==> src/rtl/io_interval_timer.sv <==
// io_interval_timer: 32-bit down-counting interval timer with prescaler and level interrupt.
// Optional PWM compare register and PwmOut port are built when KTIMER_PWM_EN is defined.
`timescale 1ns/1ps
module io_interval_timer #(
    parameter int unsigned PRESCALE_W   = 8,
    parameter logic [31:0] RESET_RELOAD = 32'hFFFF_FFFF
) (
    input  logic        Sys_Clock,
    input  logic        Sys_Reset,
    input  logic        Sys_BlockSelect,
    input  logic [3:0]  Sys_RegAddress,
    input  logic [31:0] Sys_WrData,
    input  logic        Sys_WrEn,
    input  logic        Sys_RdEn,
    output logic [31:0] Sys_RdData,
    output logic        IntReq,
`ifdef KTIMER_PWM_EN
    output logic        PwmOut,
`endif
    input  logic        IntAck
);

    localparam logic [3:0] AddrCtrl   = 4'd0;
    localparam logic [3:0] AddrReload = 4'd1;
    localparam logic [3:0] AddrCount  = 4'd2;
    localparam logic [3:0] AddrStatus = 4'd3;
`ifdef KTIMER_PWM_EN
    localparam logic [3:0] AddrCmp    = 4'd5;
`endif

    localparam logic [PRESCALE_W-1:0] PresOne = PRESCALE_W'(1);

    typedef enum logic {StIdle, StRun} state_e;

    state_e                state_q, state_d;
    logic                  en_q, en_d;
    logic                  auto_q, auto_d;
    logic                  inten_q, inten_d;
    logic [PRESCALE_W-1:0] prescale_q, prescale_d;
    logic [PRESCALE_W-1:0] presc_q, presc_d;
    logic [31:0]           reload_q, reload_d;
    logic [31:0]           count_q, count_d;
    logic                  exp_q, exp_d;
    logic                  int_req_q, int_req_d;
    logic [31:0]           rd_data_q, rd_data_d;
`ifdef KTIMER_PWM_EN
    logic [31:0]           cmp_q, cmp_d;
    logic                  pwm_q, pwm_d;
`endif

    logic                  wr_en;
    logic                  rd_en;
    logic                  tick;
    logic                  expire;
    logic                  w1c;
    logic [7:0]            prescale_rd;
    logic [31:0]           rd_mux;

    assign wr_en       = Sys_BlockSelect & Sys_WrEn;
    assign rd_en       = Sys_BlockSelect & Sys_RdEn;
    assign prescale_rd = 8'(prescale_q);

    always_comb begin
        rd_mux = '0;
        case (Sys_RegAddress)
            AddrCtrl:   rd_mux = {16'h0000, prescale_rd, 5'b00000, inten_q, auto_q, en_q};
            AddrReload: rd_mux = reload_q;
            AddrCount:  rd_mux = count_q;
            AddrStatus: rd_mux = {31'd0, exp_q};
`ifdef KTIMER_PWM_EN
            AddrCmp:    rd_mux = cmp_q;
`endif
            default:    rd_mux = '0;
        endcase
    end

    always_comb begin
        state_d    = state_q;
        en_d       = en_q;
        auto_d     = auto_q;
        inten_d    = inten_q;
        prescale_d = prescale_q;
        presc_d    = presc_q;
        reload_d   = reload_q;
        count_d    = count_q;
        exp_d      = exp_q;
        tick       = 1'b0;
        expire     = 1'b0;
        w1c        = 1'b0;
`ifdef KTIMER_PWM_EN
        cmp_d      = cmp_q;
`endif

        // Prescaler only advances while running; >= guards a PRESCALE lowered mid-count.
        if (state_q == StRun) begin
            if (presc_q >= prescale_q) begin
                presc_d = '0;
                tick    = 1'b1;
            end else begin
                presc_d = presc_q + PresOne;
            end
        end

        if (tick) begin
            if (count_q == 32'd1) begin
                count_d = '0;
                expire  = 1'b1;
                if (!auto_q) begin
                    en_d    = 1'b0;
                    state_d = StIdle;
                end
            end else if (count_q == '0) begin
                // Reload tick; a zero reload value expires on every tick.
                if (auto_q) begin
                    count_d = reload_q;
                    expire  = (reload_q == '0);
                end
            end else begin
                count_d = count_q - 32'd1;
            end
        end

        if (wr_en) begin
            case (Sys_RegAddress)
                AddrCtrl: begin
                    en_d       = Sys_WrData[0];
                    auto_d     = Sys_WrData[1];
                    inten_d    = Sys_WrData[2];
                    prescale_d = Sys_WrData[8 +: PRESCALE_W];
                    if (Sys_WrData[0]) begin
                        state_d = StRun;
                        if ((state_q == StIdle || expire) && count_d == '0) begin
                            count_d = reload_q;
                        end
                    end else begin
                        state_d = StIdle;
                        count_d = count_q;
                        presc_d = presc_q;
                    end
                end
                AddrReload: reload_d = Sys_WrData;
                AddrCount: begin
                    count_d = Sys_WrData;
                    presc_d = '0;
                end
                AddrStatus: w1c = Sys_WrData[0];
`ifdef KTIMER_PWM_EN
                AddrCmp:    cmp_d = Sys_WrData;
`endif
                default: ;
            endcase
        end

        // Set has priority over both clear sources.
        if (w1c || (IntAck && int_req_q)) begin
            exp_d = 1'b0;
        end
        if (expire) begin
            exp_d = 1'b1;
        end

        int_req_d = exp_q & inten_q;
        rd_data_d = rd_en ? rd_mux : rd_data_q;
`ifdef KTIMER_PWM_EN
        pwm_d     = (state_q == StRun) && (count_q < cmp_q);
`endif
    end

    always_ff @(posedge Sys_Clock or negedge Sys_Reset) begin
        if (!Sys_Reset) begin
            state_q    <= StIdle;
            en_q       <= 1'b0;
            auto_q     <= 1'b0;
            inten_q    <= 1'b0;
            prescale_q <= '0;
            presc_q    <= '0;
            reload_q   <= RESET_RELOAD;
            count_q    <= '0;
            exp_q      <= 1'b0;
            int_req_q  <= 1'b0;
            rd_data_q  <= '0;
`ifdef KTIMER_PWM_EN
            cmp_q      <= '0;
            pwm_q      <= 1'b0;
`endif
        end else begin
            state_q    <= state_d;
            en_q       <= en_d;
            auto_q     <= auto_d;
            inten_q    <= inten_d;
            prescale_q <= prescale_d;
            presc_q    <= presc_d;
            reload_q   <= reload_d;
            count_q    <= count_d;
            exp_q      <= exp_d;
            int_req_q  <= int_req_d;
            rd_data_q  <= rd_data_d;
`ifdef KTIMER_PWM_EN
            cmp_q      <= cmp_d;
            pwm_q      <= pwm_d;
`endif
        end
    end

    assign Sys_RdData = rd_data_q;
    assign IntReq     = int_req_q;
`ifdef KTIMER_PWM_EN
    assign PwmOut     = pwm_q;
`endif

endmodule

==> config.mk <==
export PLATFORM = sky130hd
export DESIGN_NAME = io_interval_timer
export DESIGN_NICKNAME = d
export VERILOG_FILES = /design/src/rtl/io_interval_timer.sv
export SDC_FILE = /design/constraint.sdc
export NUM_CORES = 1
export LEC_CHECK = 0
export CAP_MARGIN = 30
export CORE_ASPECT_RATIO = 1.25
export CORE_MARGIN = 3
export CORE_UTILIZATION = 48
export DETAILED_ROUTE_END_ITERATION = 6
export PLACE_DENSITY = 0.8
export RECOVER_POWER = 100
export SETUP_SLACK_MARGIN = 0.1
export SYNTH_ARGS = -nofsm -noshare
export SYNTH_HDL_FRONTEND = slang
export SYNTH_SLANG_ARGS = --single-unit
==> constraint.sdc <==
create_clock -name Sys_Clock -period 5.3 [get_ports Sys_Clock]
set_input_delay 1.59 -clock Sys_Clock [delete_from_list [all_inputs] [get_ports Sys_Clock]]
set_output_delay 1.59 -clock Sys_Clock [all_outputs]
set_load 0.05 [all_outputs]
==> metrics.cfg <==
[route]
firstDrtPassIters=7
routed_via_density=6.91
wl_mm=33.8
via_count=8494
detail_route.wl_per_cell_um=27.5
drt_iter0_markers=1148
route.detailed.drc=0
postRouteAntennaNets=0

[clock_network]
htree_num_levels=4
cts_tree=built
clk_latency_ps=430
cts_made_buffers=17
cts_resized=0
cts_num_sinks=118
clock_tree.buffer_depth=2
cts_hold_buf=0
cts_setup_buffers=0
root_buffer=clkbuf_16
clk_pin_slew_ps=60

[floorplan]
initial_core_util=0.499
dieArea_mm2=0.0181
fp.dieH_um=150
die_w_um=121
core_mm2=0.0159
io_pins=75
rows=51

[worst_setup_path]
path_cells=nor3_1, nand2_1, buf_4, or4_1, a32o_1, or4b_1, nor4_1, and4_1, nand3_1, o21ai_0
critical_path_class=reg -> reg
rrSetupSlack_ps=340
rr_worst_depth=10
critPathCaptureType=flop
worstPathRequired_ps=5650
reg2reg_to=count_q[9]$_DFFE_PN0P_
critPathSlowestCell=or4_1
crit_arrival_ps=5300
path_max_fanout=15
slowest_delay_ps=860
reg2reg_from=count_q[13]$_DFFE_PN0P_
worst_setup_path_start_kind=flop

[final_layout]
regArea_mm2=0.00299
multi_input_area_mm2=0.00449
mostFrequentLayoutCells=nand2_1, o21ai_0, dfrtp_1
finish.utilization=0.599
layout.nets=1057
n_antenna_cell=0
syn_to_final_growth_pct=20.1
num-fill-cells=1397
layout_commonest_cell=nand2_1
drive_above_1_share=0.163

[hold_path]
holdCritPathClass=reg -> reg
holdPathEnd=Sys_RdData[24]$_DFFE_PN0P_
whs_path_depth=2
hp-start=Sys_RdData[24]$_DFFE_PN0P_

[power]
total_power_mw=2.99
cellLeakagePower_nw=3.70
peakVddDrop_mv=0.207
powerDensity_mw_per_mm2=314

[synthesis]
async_reset_ff_frac=1.00
ys.flop_type=dfrtp_1
yosysWarnings=0
syn-cell-area_mm2=0.00793
synth_edf_count=0
syn_area_per_cell_um2=8.40
synthesis.nets=997
yosysUniqueCellTypes=72
synth_cells=944
ys_ff_latch=118
synth_seq_area_share=0.377

[sta]
final-hold-violation-count=0
fin_crit_ps=4960
slew_headroom=-1.02
finalSetupViolCount=0
drv_slew=151
tightest_slew_ps=3020
max_freq_ghz=0.202
rsz0062_at_grt=no
skew_ps=10.8
setup_tns_ps=0
period_share=0.935
timing.hold.ws_ps=470

[placement]
gp_congestion=1.09
hpwl_mm=24.6
portBuffers=74

[run]
cap_viol_max_count=2

[global_route]
grt_max_degree=119
grt_usage=0.377
grt-ovfl-total=0
grt_pass1_vias=8078
antenna_found_initial=0
grt_pass1_wl_mm=51.1

[run_status]
status=finished with violations
failed_checks=capacitance limit, slew limit

area by class of cell:
class                      count  share of cell area
clock buffer                  18              0.0451
clock inverter                14              0.0185
inverter                      24             0.00946
multi-input combinational    720               0.471
sequential                   118               0.314
tap                          212              0.0279
timing repair buffer         123               0.114
power breakdown:
part / switching, mW / leakage, nW / total (mW) / internal, mW
logic: 0.307 / 1.97 / 0.531 / 0.224
registers: 0.205 / 1.43 / 1.26 / 1.05
clock network: 0.462 / 0.291 / 1.20 / 0.743
total: 0.974 / 3.70 / 2.99 / 2.02
Yosys cell counts, types with 5 or more instances:
cell type,count,share of area
a211oi_1,8,0.0076
a21oi_1,58,0.037
a221oi_1,9,0.0099
a22oi_1,45,0.043
a31oi_1,15,0.012
a32o_1,5,0.0063
and2_1,8,0.0063
and3_1,8,0.0063
buf_1,5,0.0024
buf_2,6,0.0038
clkbuf_1,63,0.030
dfrtp_1,86,0.27
dfstp_2,32,0.11
ha_1,11,0.017
inv_1,24,0.011
mux2_2,43,0.061
mux2i_1,13,0.016
nand2_1,107,0.051
nand3_1,29,0.018
nand4_1,25,0.020
nor2_1,74,0.035
nor3_1,30,0.019
nor4_1,15,0.012
o211ai_1,18,0.017
o21ai_0,97,0.061
o21ai_1,8,0.0050
o22ai_1,5,0.0039
o31ai_1,7,0.0066
or3_1,8,0.0063
or4_1,8,0.0076
layer usage:
metal	vias up	track usage	part of all wire	routed length, um
met5	-	0	0	0
met4	0	0.174	0.053	1770
met3	118	0.0609	0.084	2850
met2	584	0.605	0.47	15900
met1	4128	0.501	0.39	13200
li1	3664	-	-	-
registers in the layout, summed over array words and instances (netlist names), 8 cells and up:
signal / flops
prescale_q: 8
presc_q: 8
count_q: 32
Sys_RdData: 32
reload_q: 32
cells by family (layout without fill, tap and decap cells):
logic type	count (synthesis)	in the layout	synth area share
adders and majority gates	11	11	0.0174
xor gates and xnor gates	1	1	0.00110
muxes	57	57	0.0794
and+or+nand+nor	337	337	0.215
DFF	118	118	0.377
AOI/OAI and AO/OA	314	314	0.254
buffers and inverters	106	179	0.0560
per-stage QoR:
step	cell area (um^2)	setup slack [ps]	cells
final	9520	343	1229
after global routing	9520	94.7	1229
after CTS	9590	395	1229
after detailed placement	8990	409	1197
after global placement	8950	477	1195
after floorplan	7930	1660	944
critical path, delay by kind of cell (launching register included):
kind / cells / cell delay [ps]
and+or+nand+nor: 7 / 3410
AOI/OAI and AO/OA: 2 / 700
DFF: 1 / 480
buffers and inverters: 1 / 270
worst max-delay path by stage:
| stage | startpoint | endpoint | slack [ps] | cells after the start |
|---|---|---|---|---|
| floorplan | count_q[1]$_DFFE_PN0P_ | count_q[10]$_DFFE_PN0P_ | 1660 | 14 |
| global placement | presc_q[0]$_DFFE_PN0P_ | count_q[1]$_DFFE_PN0P_ | 480 | 14 |
| detailed placement | presc_q[0]$_DFFE_PN0P_ | count_q[30]$_DFFE_PN0P_ | 410 | 13 |
| CTS | presc_q[0]$_DFFE_PN0P_ | count_q[30]$_DFFE_PN0P_ | 400 | 13 |
| global route | count_q[13]$_DFFE_PN0P_ | count_q[11]$_DFFE_PN0P_ | 90 | 10 |
| finish | count_q[13]$_DFFE_PN0P_ | count_q[9]$_DFFE_PN0P_ | 340 | 10 |
Note: power is estimated with default switching activity, not from simulation.
